`src/rtl/fft_iter_addr_gen_pkg.sv`:
```
// Shared definitions for the iterative FFT address sequencer.
// Latency: n/a (types and constant helpers only).
// Backpressure: n/a.
package fft_iter_addr_gen_pkg;

    // Sequencer states: idle, issuing reads for one stage, waiting for that stage's writes to land.
    typedef enum logic [1:0] {
        ST_IDLE  = 2'd0,
        ST_READ  = 2'd1,
        ST_DRAIN = 2'd2
    } fsm_state_t;

    // Read-to-write latency: RAM read latency followed by butterfly latency.
    function automatic int pipe_lat(input int ram_lat, input int bf_lat);
        return ram_lat + bf_lat;
    endfunction

    // Ping-pong convention: even stages read bank 0, odd stages read bank 1.
    function automatic logic rd_bank_sel(input logic stage_lsb);
        return stage_lsb;
    endfunction

    // Results always go to the bank not being read.
    function automatic logic wr_bank_sel(input logic stage_lsb);
        return ~stage_lsb;
    endfunction

endpackage

```
`src/rtl/fft_iter_addr_gen_if.sv`:
```
// Control/address bundle between the FFT sequencer and the RAM/butterfly datapath.
// Latency: n/a (wiring only).
// Backpressure: none; the datapath is assumed to always accept the schedule.
interface fft_iter_addr_gen_if #(
    parameter int AWL = 8
);
    localparam int SWL = $clog2(AWL);

    logic             i_START;
    logic             o_BUSY;
    logic             o_DONE;
    logic [SWL-1:0]   o_STAGE;
    logic             o_RD_EN;
    logic             o_RD_BANK;
    logic [AWL-1:0]   o_RD_ADDR_A;
    logic [AWL-1:0]   o_RD_ADDR_B;
    logic [AWL-2:0]   o_TW_ADDR;
    logic             o_BF_VALID;
    logic             o_WR_EN;
    logic             o_WR_BANK;
    logic [AWL-1:0]   o_WR_ADDR_A;
    logic [AWL-1:0]   o_WR_ADDR_B;

    modport master (
        input  i_START,
        output o_BUSY, o_DONE, o_STAGE, o_RD_EN, o_RD_BANK, o_RD_ADDR_A, o_RD_ADDR_B,
               o_TW_ADDR, o_BF_VALID, o_WR_EN, o_WR_BANK, o_WR_ADDR_A, o_WR_ADDR_B
    );

    modport slave (
        output i_START,
        input  o_BUSY, o_DONE, o_STAGE, o_RD_EN, o_RD_BANK, o_RD_ADDR_A, o_RD_ADDR_B,
               o_TW_ADDR, o_BF_VALID, o_WR_EN, o_WR_BANK, o_WR_ADDR_A, o_WR_ADDR_B
    );
endinterface

```
`src/rtl/fft_delay_line.sv`:
```
// Fixed-depth shift register that carries control/address words alongside the datapath.
// Latency: DEPTH cycles from din to dout.
// Backpressure: none; shifts every cycle, RST empties every slot.
module fft_delay_line #(
    parameter int WIDTH = 1,
    parameter int DEPTH = 1
) (
    input  logic             CLK,
    input  logic             RST,
    input  logic [WIDTH-1:0] din,
    output logic [WIDTH-1:0] dout
);

    logic [WIDTH-1:0] pipe_q [DEPTH];

    // Shift one slot per cycle; reset flushes everything so no stale write escapes.
    always_ff @(posedge CLK) begin
        if (RST) begin
            for (int i = 0; i < DEPTH; i++) pipe_q[i] <= '0;
        end else begin
            pipe_q[0] <= din;
            for (int i = 1; i < DEPTH; i++) pipe_q[i] <= pipe_q[i-1];
        end
    end

    assign dout = pipe_q[DEPTH-1];

endmodule

```
`src/rtl/fft_iter_addr_gen.sv`:
```
// Read/twiddle/write address sequencer for an in-place iterative radix-2 DIT FFT.
// Latency: first read 1 cycle after START; writes trail reads by RAM_LAT+BF_LAT.
// Backpressure: none; START is ignored unless idle, one butterfly is issued every READ cycle.
module fft_iter_addr_gen
    import fft_iter_addr_gen_pkg::*;
#(
    parameter int AWL     = 8,
    parameter int RAM_LAT = 1,
    parameter int BF_LAT  = 4
) (
    input  logic                CLK,
    input  logic                RST,
    fft_iter_addr_gen_if.master bus
);

    localparam int L   = pipe_lat(RAM_LAT, BF_LAT);
    localparam int SWL = $clog2(AWL);
    localparam int KW  = AWL - 1;
    localparam int DW  = $clog2(L);
    localparam int WRW = 2 + 2 * AWL;

    localparam logic [KW-1:0]  K_LAST = '1;
    localparam logic [DW-1:0]  D_LAST = DW'(L - 1);
    localparam logic [SWL-1:0] S_LAST = SWL'(AWL - 1);
    localparam logic [AWL-1:0] ONE    = AWL'(1);

    fsm_state_t      state_q, state_d;
    logic [KW-1:0]   k_q, k_d;
    logic [SWL-1:0]  stage_q, stage_d;
    logic [DW-1:0]   drain_q, drain_d;
    logic            done_q, done_d;

    logic            rd_en;
    logic [AWL-1:0]  k_ext, span_bit, span_mask, addr_a, addr_b;
    logic [SWL-1:0]  tw_shift;
    logic [KW-1:0]   tw_idx;
    logic [WRW-1:0]  wr_in, wr_out;
    logic [0:0]      bf_vld;

    // Sequencer state and counters; reset returns everything to an idle, cleared schedule.
    always_ff @(posedge CLK) begin
        if (RST) begin
            state_q <= ST_IDLE;
            k_q     <= '0;
            stage_q <= '0;
            drain_q <= '0;
            done_q  <= 1'b0;
        end else begin
            state_q <= state_d;
            k_q     <= k_d;
            stage_q <= stage_d;
            drain_q <= drain_d;
            done_q  <= done_d;
        end
    end

    // Next-state: N/2 butterflies per stage, then L idle cycles so the last write lands first.
    always_comb begin
        state_d = state_q;
        k_d     = k_q;
        stage_d = stage_q;
        drain_d = drain_q;
        done_d  = 1'b0;
        unique case (state_q)
            ST_IDLE: begin
                k_d     = '0;
                stage_d = '0;
                drain_d = '0;
                if (bus.i_START) state_d = ST_READ;
            end
            ST_READ: begin
                if (k_q == K_LAST) begin
                    k_d     = '0;
                    drain_d = '0;
                    state_d = ST_DRAIN;
                end else begin
                    k_d = k_q + 1'b1;
                end
            end
            ST_DRAIN: begin
                if (drain_q == D_LAST) begin
                    drain_d = '0;
                    if (stage_q == S_LAST) begin
                        stage_d = '0;
                        done_d  = 1'b1;
                        state_d = ST_IDLE;
                    end else begin
                        stage_d = stage_q + 1'b1;
                        state_d = ST_READ;
                    end
                end else begin
                    drain_d = drain_q + 1'b1;
                end
            end
            default: state_d = ST_IDLE;
        endcase
    end

    assign rd_en = (state_q == ST_READ);

    // Operand pair = k with a zero inserted at bit 'stage' (A) or a one there (B); idle buses read 0.
    always_comb begin
        k_ext     = {1'b0, k_q};
        span_bit  = ONE << stage_q;
        span_mask = span_bit - ONE;
        addr_a    = ((k_ext & ~span_mask) << 1) | (k_ext & span_mask);
        addr_b    = addr_a | span_bit;
        tw_shift  = S_LAST - stage_q;
        tw_idx    = KW'((k_ext & span_mask) << tw_shift);
        if (!rd_en) begin
            addr_a = '0;
            addr_b = '0;
            tw_idx = '0;
        end
    end

    assign wr_in = {rd_en, rd_en & wr_bank_sel(stage_q[0]), addr_a, addr_b};

    fft_delay_line #(.WIDTH(WRW), .DEPTH(L)) u_wr_dly (
        .CLK  (CLK),
        .RST  (RST),
        .din  (wr_in),
        .dout (wr_out)
    );

    fft_delay_line #(.WIDTH(1), .DEPTH(RAM_LAT)) u_bf_dly (
        .CLK  (CLK),
        .RST  (RST),
        .din  (rd_en),
        .dout (bf_vld)
    );

    assign bus.o_BUSY      = (state_q != ST_IDLE);
    assign bus.o_DONE      = done_q;
    assign bus.o_STAGE     = stage_q;
    assign bus.o_RD_EN     = rd_en;
    assign bus.o_RD_BANK   = rd_bank_sel(stage_q[0]);
    assign bus.o_RD_ADDR_A = addr_a;
    assign bus.o_RD_ADDR_B = addr_b;
    assign bus.o_TW_ADDR   = tw_idx;
    assign bus.o_BF_VALID  = bf_vld[0];
    assign bus.o_WR_EN     = wr_out[WRW-1];
    assign bus.o_WR_BANK   = wr_out[WRW-2];
    assign bus.o_WR_ADDR_A = wr_out[2*AWL-1:AWL];
    assign bus.o_WR_ADDR_B = wr_out[AWL-1:0];

endmodule
```
`src/flat_wrapper.sv`:
```
// flat-port wrapper written by rule: the top's interface ports become plain ports
module fft_iter_addr_gen_flat import fft_iter_addr_gen_pkg::*;
#(
    parameter int AWL     = 8,
    parameter int RAM_LAT = 1,
    parameter int BF_LAT  = 4
)
  (CLK, RST, bus_i_START, bus_o_BUSY, bus_o_DONE, bus_o_STAGE, bus_o_RD_EN, bus_o_RD_BANK, bus_o_RD_ADDR_A, bus_o_RD_ADDR_B, bus_o_TW_ADDR, bus_o_BF_VALID, bus_o_WR_EN, bus_o_WR_BANK, bus_o_WR_ADDR_A, bus_o_WR_ADDR_B);
  fft_iter_addr_gen_if #(.AWL(AWL)) bus_i ();
  input  logic CLK;
  input  logic RST;
  input wire logic [$bits(bus_i.i_START)-1:0] bus_i_START;
  output wire logic [$bits(bus_i.o_BUSY)-1:0] bus_o_BUSY;
  output wire logic [$bits(bus_i.o_DONE)-1:0] bus_o_DONE;
  output wire logic [$bits(bus_i.o_STAGE)-1:0] bus_o_STAGE;
  output wire logic [$bits(bus_i.o_RD_EN)-1:0] bus_o_RD_EN;
  output wire logic [$bits(bus_i.o_RD_BANK)-1:0] bus_o_RD_BANK;
  output wire logic [$bits(bus_i.o_RD_ADDR_A)-1:0] bus_o_RD_ADDR_A;
  output wire logic [$bits(bus_i.o_RD_ADDR_B)-1:0] bus_o_RD_ADDR_B;
  output wire logic [$bits(bus_i.o_TW_ADDR)-1:0] bus_o_TW_ADDR;
  output wire logic [$bits(bus_i.o_BF_VALID)-1:0] bus_o_BF_VALID;
  output wire logic [$bits(bus_i.o_WR_EN)-1:0] bus_o_WR_EN;
  output wire logic [$bits(bus_i.o_WR_BANK)-1:0] bus_o_WR_BANK;
  output wire logic [$bits(bus_i.o_WR_ADDR_A)-1:0] bus_o_WR_ADDR_A;
  output wire logic [$bits(bus_i.o_WR_ADDR_B)-1:0] bus_o_WR_ADDR_B;
  assign bus_i.i_START = bus_i_START;
  assign bus_o_BUSY = bus_i.o_BUSY;
  assign bus_o_DONE = bus_i.o_DONE;
  assign bus_o_STAGE = bus_i.o_STAGE;
  assign bus_o_RD_EN = bus_i.o_RD_EN;
  assign bus_o_RD_BANK = bus_i.o_RD_BANK;
  assign bus_o_RD_ADDR_A = bus_i.o_RD_ADDR_A;
  assign bus_o_RD_ADDR_B = bus_i.o_RD_ADDR_B;
  assign bus_o_TW_ADDR = bus_i.o_TW_ADDR;
  assign bus_o_BF_VALID = bus_i.o_BF_VALID;
  assign bus_o_WR_EN = bus_i.o_WR_EN;
  assign bus_o_WR_BANK = bus_i.o_WR_BANK;
  assign bus_o_WR_ADDR_A = bus_i.o_WR_ADDR_A;
  assign bus_o_WR_ADDR_B = bus_i.o_WR_ADDR_B;
  fft_iter_addr_gen #(.AWL(AWL), .RAM_LAT(RAM_LAT), .BF_LAT(BF_LAT)) u_core (.CLK(CLK), .RST(RST), .bus(bus_i));
endmodule
```
`config.mk`:
```
export PLATFORM = sky130hd
export DESIGN_NAME = fft_iter_addr_gen_flat
export DESIGN_NICKNAME = d
export VERILOG_FILES = /design/src/rtl/fft_iter_addr_gen_pkg.sv /design/src/rtl/fft_iter_addr_gen_if.sv /design/src/rtl/fft_delay_line.sv /design/src/rtl/fft_iter_addr_gen.sv /design/src/flat_wrapper.sv
export SDC_FILE = /design/constraint.sdc
export NUM_CORES = 1
export LEC_CHECK = 0
export CAP_MARGIN = 0
export CORE_MARGIN = 2
export CORE_UTILIZATION = 35
export DETAILED_ROUTE_END_ITERATION = 8
export HOLD_SLACK_MARGIN = 0.08
export MAX_ROUTING_LAYER = met4
export PLACE_DENSITY_LB_ADDON = 0.12
export SYNTH_ARGS = -nofsm -noshare
export SYNTH_HDL_FRONTEND = slang
export SYNTH_SLANG_ARGS = --single-unit
```
`constraint.sdc`:
```
create_clock -name CLK -period 4.4 [get_ports CLK]
set_input_delay 1.1 -clock CLK [delete_from_list [all_inputs] [get_ports CLK]]
set_output_delay 1.1 -clock CLK [all_outputs]
set_load 0.01 [all_outputs]
```
==> reports/results.md <==
* **minimum clock period after layout** 4.19 ns
* **Synth Flop Type** dfxtp_1
* **leakage** 1.75 nW
* **vias after detailed routing** 2722
* **Cell Rows** 39
* **Chip Height** 112 um
* **fmax** 239 MHz
* **effective utilization at floorplan** 35.9%
* **slew margin rel.** 40.8%
* **count of endpoints failing setup in the final report** 0
* **post-route antenna net violation count** 0
* **type of destination of the critical path** output port
* **highest fanout seen on the critical path** 5
* **core region area** 0.0115 mm2
* **Cell variety after synth** 52
* **simple logic cell fraction of the synthesized area** 24.6%
* **worst hold slack across all endpoints** 0.430 ns
* **pwr dens** 369 mW/mm2
* **via count of the first global-routing pass** 2580
* **Filler Cell Count** 1111
* **Avg Synthesized Cell Area** 9.32 um2
* **utilization after layout** 42.2%
* **worst slew pin tran** 0.887 ns
* **Final Wtd Congestion** 0.820
* **floorplan die area** 0.0126 mm2
* **crit-path leading delay family** buffers and inverters
* **combinational family with the most area after synthesis** simple AND/OR/NAND/NOR gates
* **compound-cell area share of the yosys netlist** 10.2%
* **Post-CTS Setup Repair Bufs** 0
* **number of violations reported at the end of detailed-routing iteration 0** 145
* **DR vias/cell** 4.53
* **fraction of the cycle the final worst path needs** 95.3%
* **CTS H-Tree Depth** 3
* **Final Worst Setup Slack** 0.208 ns
* **pin count of the biggest net entering global routing** 91
* **Total Routing Usage GR** 13.1%
* **global-route wire length before repair** 12.9 mm
* **xor/xnor share of the synthesized area** 0.425%
* **Critical-path top delay cell** clkdlybuf4s50_1
* **mux cell area share after synthesis** 0.243%
* **FFs w/ async S/R, synth** 0%
* **count of buffers from port buffering** 51
* **CTS clock-pin slew for the worst setup and hold paths** 0.07 ns
* **count of pins over their slew limit** 0
* **overall die width** 112 um
* **ports placed on the boundary** 52
* **WL per Instance** 12.9 um
* **cell breakdown of the critical path** inv_1 > ha_1 > nor2b_1 > inv_1 > ha_2 > nand2b_1 > o32a_1 > nor2b_1 > a22oi_1 > a31oi_1 > clkdlybuf4s50_1
* **WP buf/inv** 3
* **gr ovfl total** 0
* **Post-Synth Adder-Cell Area** 3.04%
* **proportion of layout cells with a drive suffix above 1** 9.17%
* **HP Class** reg2reg
* **dpl hpwl** 5.23 mm
* **clk buf depth** 2
* **routed wire length** 7.78 mm
* **n_diodes** 0
* **root buffer cell** clkbuf_16
* **worst supply voltage drop on vdd** 0.000248 V
* **startpoint kind of the worst setup timing path** register
* **Synth Warn #** 0
* **synthesized flop and latch total** 106
* **Worst Path Required** 3.30 ns
* **antenna violations before repair** 0
* **Mapped Nets** 455
* **count of flip-flops with a built-in enable after synthesis** 0
* **total negative slack** 0 ns
* **total clock buffers created by CTS** 9
* **number of DRC violations after detailed routing** 0
* **clock insertion delay at the later pin of the skew report** 0.34 ns
* **Layout Area Growth over Synthesis** 17.5%
* **CTS tree** yes
* **number of sinks handled by clock tree synthesis** 106
* **Final Net Count** 466
* **number of optimization iterations in the first detailed-route pass** 4
* **CP max stage delay** 0.57 ns
* **total standard cell area after synthesis** 0.00412 mm2
* **status** complete, no violations
* **arrival time at the worst endpoint** 3.09 ns
* **pre-CTS setup slack** 0.434 ns
* **number of maximum-capacitance constraint violations** 0
* **sequential-to-total area share from yosys stat** 51.5%
* **worst setup path class** reg2out
* **final number of hold-violating endpoints** 0
* **clock tree skew after final layout** 0.00780 ns
* **instance count of the mapped netlist** 442
[registers in the layout, summed over array words and instances (netlist names)]
name and cells:
u_core.state_q 2, u_core.bus.o_DONE 1, u_core.u_wr_dly.pipe_q 90, u_core.k_q 7
u_core.bus.o_STAGE 3, u_core.drain_q 3
[area by class of cell]
class                   count  area [um2]  share of cell area, %
clock buffers              10         229                   4.73
well taps                 143         179                   3.70
multi-input cells         265        1630                   33.7
clock inverters             6        61.3                   1.27
flip-flops and latches    106        2120                   43.9
repair buffers             60         573                   11.8
inverters                  11        41.3                  0.853
[worst paths after layout]
kind / from / endpoint / slack, ns / cells past startpoint
setup / recovery: u_core.bus.o_STAGE[0] / bus_o_TW_ADDR[6] / 0.21 / 11
hold / removal: u_core.u_wr_dly.pipe_q[0][23] / u_core.u_wr_dly.pipe_q[0][41] / 0.43 / 1
setup reg to reg: u_core.bus.o_STAGE[0] / u_core.u_wr_dly.pipe_q[0][13] / 2.01 / 8
hold reg to reg: u_core.u_wr_dly.pipe_q[0][23] / u_core.u_wr_dly.pipe_q[0][41] / 0.43 / 1
[power breakdown]
part	leakage, nW	switching, W	internal [W]
combinational	0.761	0.0000360	0.0000187
clock	0.138	0.000364	0.000398
sequential	0.855	0.00000315	0.000964
total	1.75	0.000403	0.00138
[layout by cell type (no fill, tap or decap), types with 3 or more instances in the layout]
| cell type | n |
|---|---|
| a21o_1 | 3 |
| a21oi_1 | 21 |
| a22oi_1 | 6 |
| buf_4 | 9 |
| clkbuf_16 | 9 |
| clkdlybuf4s50_1 | 50 |
| dfxtp_1 | 105 |
| ha_1 | 8 |
| inv_1 | 10 |
| nand2_1 | 27 |
| nand2b_1 | 5 |
| nand3_1 | 8 |
| nor2_1 | 49 |
| nor2b_1 | 78 |
| nor3_1 | 5 |
| o21ai_0 | 4 |
[metal layers]
metal	vias up	wire length, um	track usage [%]
met5	-	0	-
met3	11	224	3.29
met2	53	3650	20.7
met1	1233	3730	16.2
met4	0	175	5.37
li1	1425	-	-
[kinds of logic after synthesis]
logic type	after synthesis
flops	106
xor+xnor	2
fa+ha+maj	10
mux	1
simple gates	191
buf+inv	71
compound gates	61
[metrics by stage]
stage / power (W) / instances / area (um2)
6_report: 0.00178 / 601 / 4840
5_1_grt: 0.00186 / 601 / 4840
4_1_cts: 0.00181 / 601 / 4790
3_5_place_dp: 0.00105 / 585 / 4500
3_3_place_gp: 0.00105 / 585 / 4500
2_1_floorplan: 0.00103 / 442 / 4120
[what timing repair did]
action                                  in CTS  in global routing
endpoints found under the hold margin        0                  0
gates resized for setup                      0                  9
endpoints found under the setup margin       0                 12
hold buffers                                 0                  0
[worst reg2reg max path: cells and delay by family, from the launching register on]
kind                     cells  cell delay, ns
AO/OA/AOI/OAI                2            0.77
AND/OR/NAND/NOR              3            0.42
buffers and inverters        1            0.19
adder cells (fa/ha/maj)      2            0.51
flip-flops                   1            0.35
[cell usage after synthesis (all sizes together) (2+ instances only)]
| cell | count | area [um2] |
|---|---|---|
| a311oi | 2 | 17.5 |
| nor2 | 49 | 184 |
| o22ai | 2 | 12.5 |
| nor4b | 3 | 26.3 |
| nand2 | 27 | 101 |
| a31oi | 2 | 12.5 |
| a22oi | 6 | 45.0 |
| nor2b | 79 | 497 |
| ha | 10 | 125 |
| o32a | 2 | 20.0 |
| o32ai | 2 | 17.5 |
| o211ai | 2 | 20.0 |
| and2 | 2 | 12.5 |
| o21ai | 4 | 20.0 |
| nand3 | 8 | 40.0 |
| nor3b | 2 | 15.0 |
| nor3 | 5 | 25.0 |
| inv | 11 | 41.3 |
| a21o | 3 | 22.5 |
| a21oi | 23 | 119 |
| xnor2 | 2 | 17.5 |
| clkbuf | 18 | 68.8 |
| nand2b | 5 | 31.3 |
| a211oi | 3 | 22.5 |
| and3 | 2 | 12.5 |
| nor4 | 2 | 12.5 |
| buf | 42 | 298 |
| or2 | 2 | 12.5 |
| a22o | 2 | 17.5 |
| dfxtp | 106 | 2120 |
No activity file was read; power rests on OpenSTA's default activity.
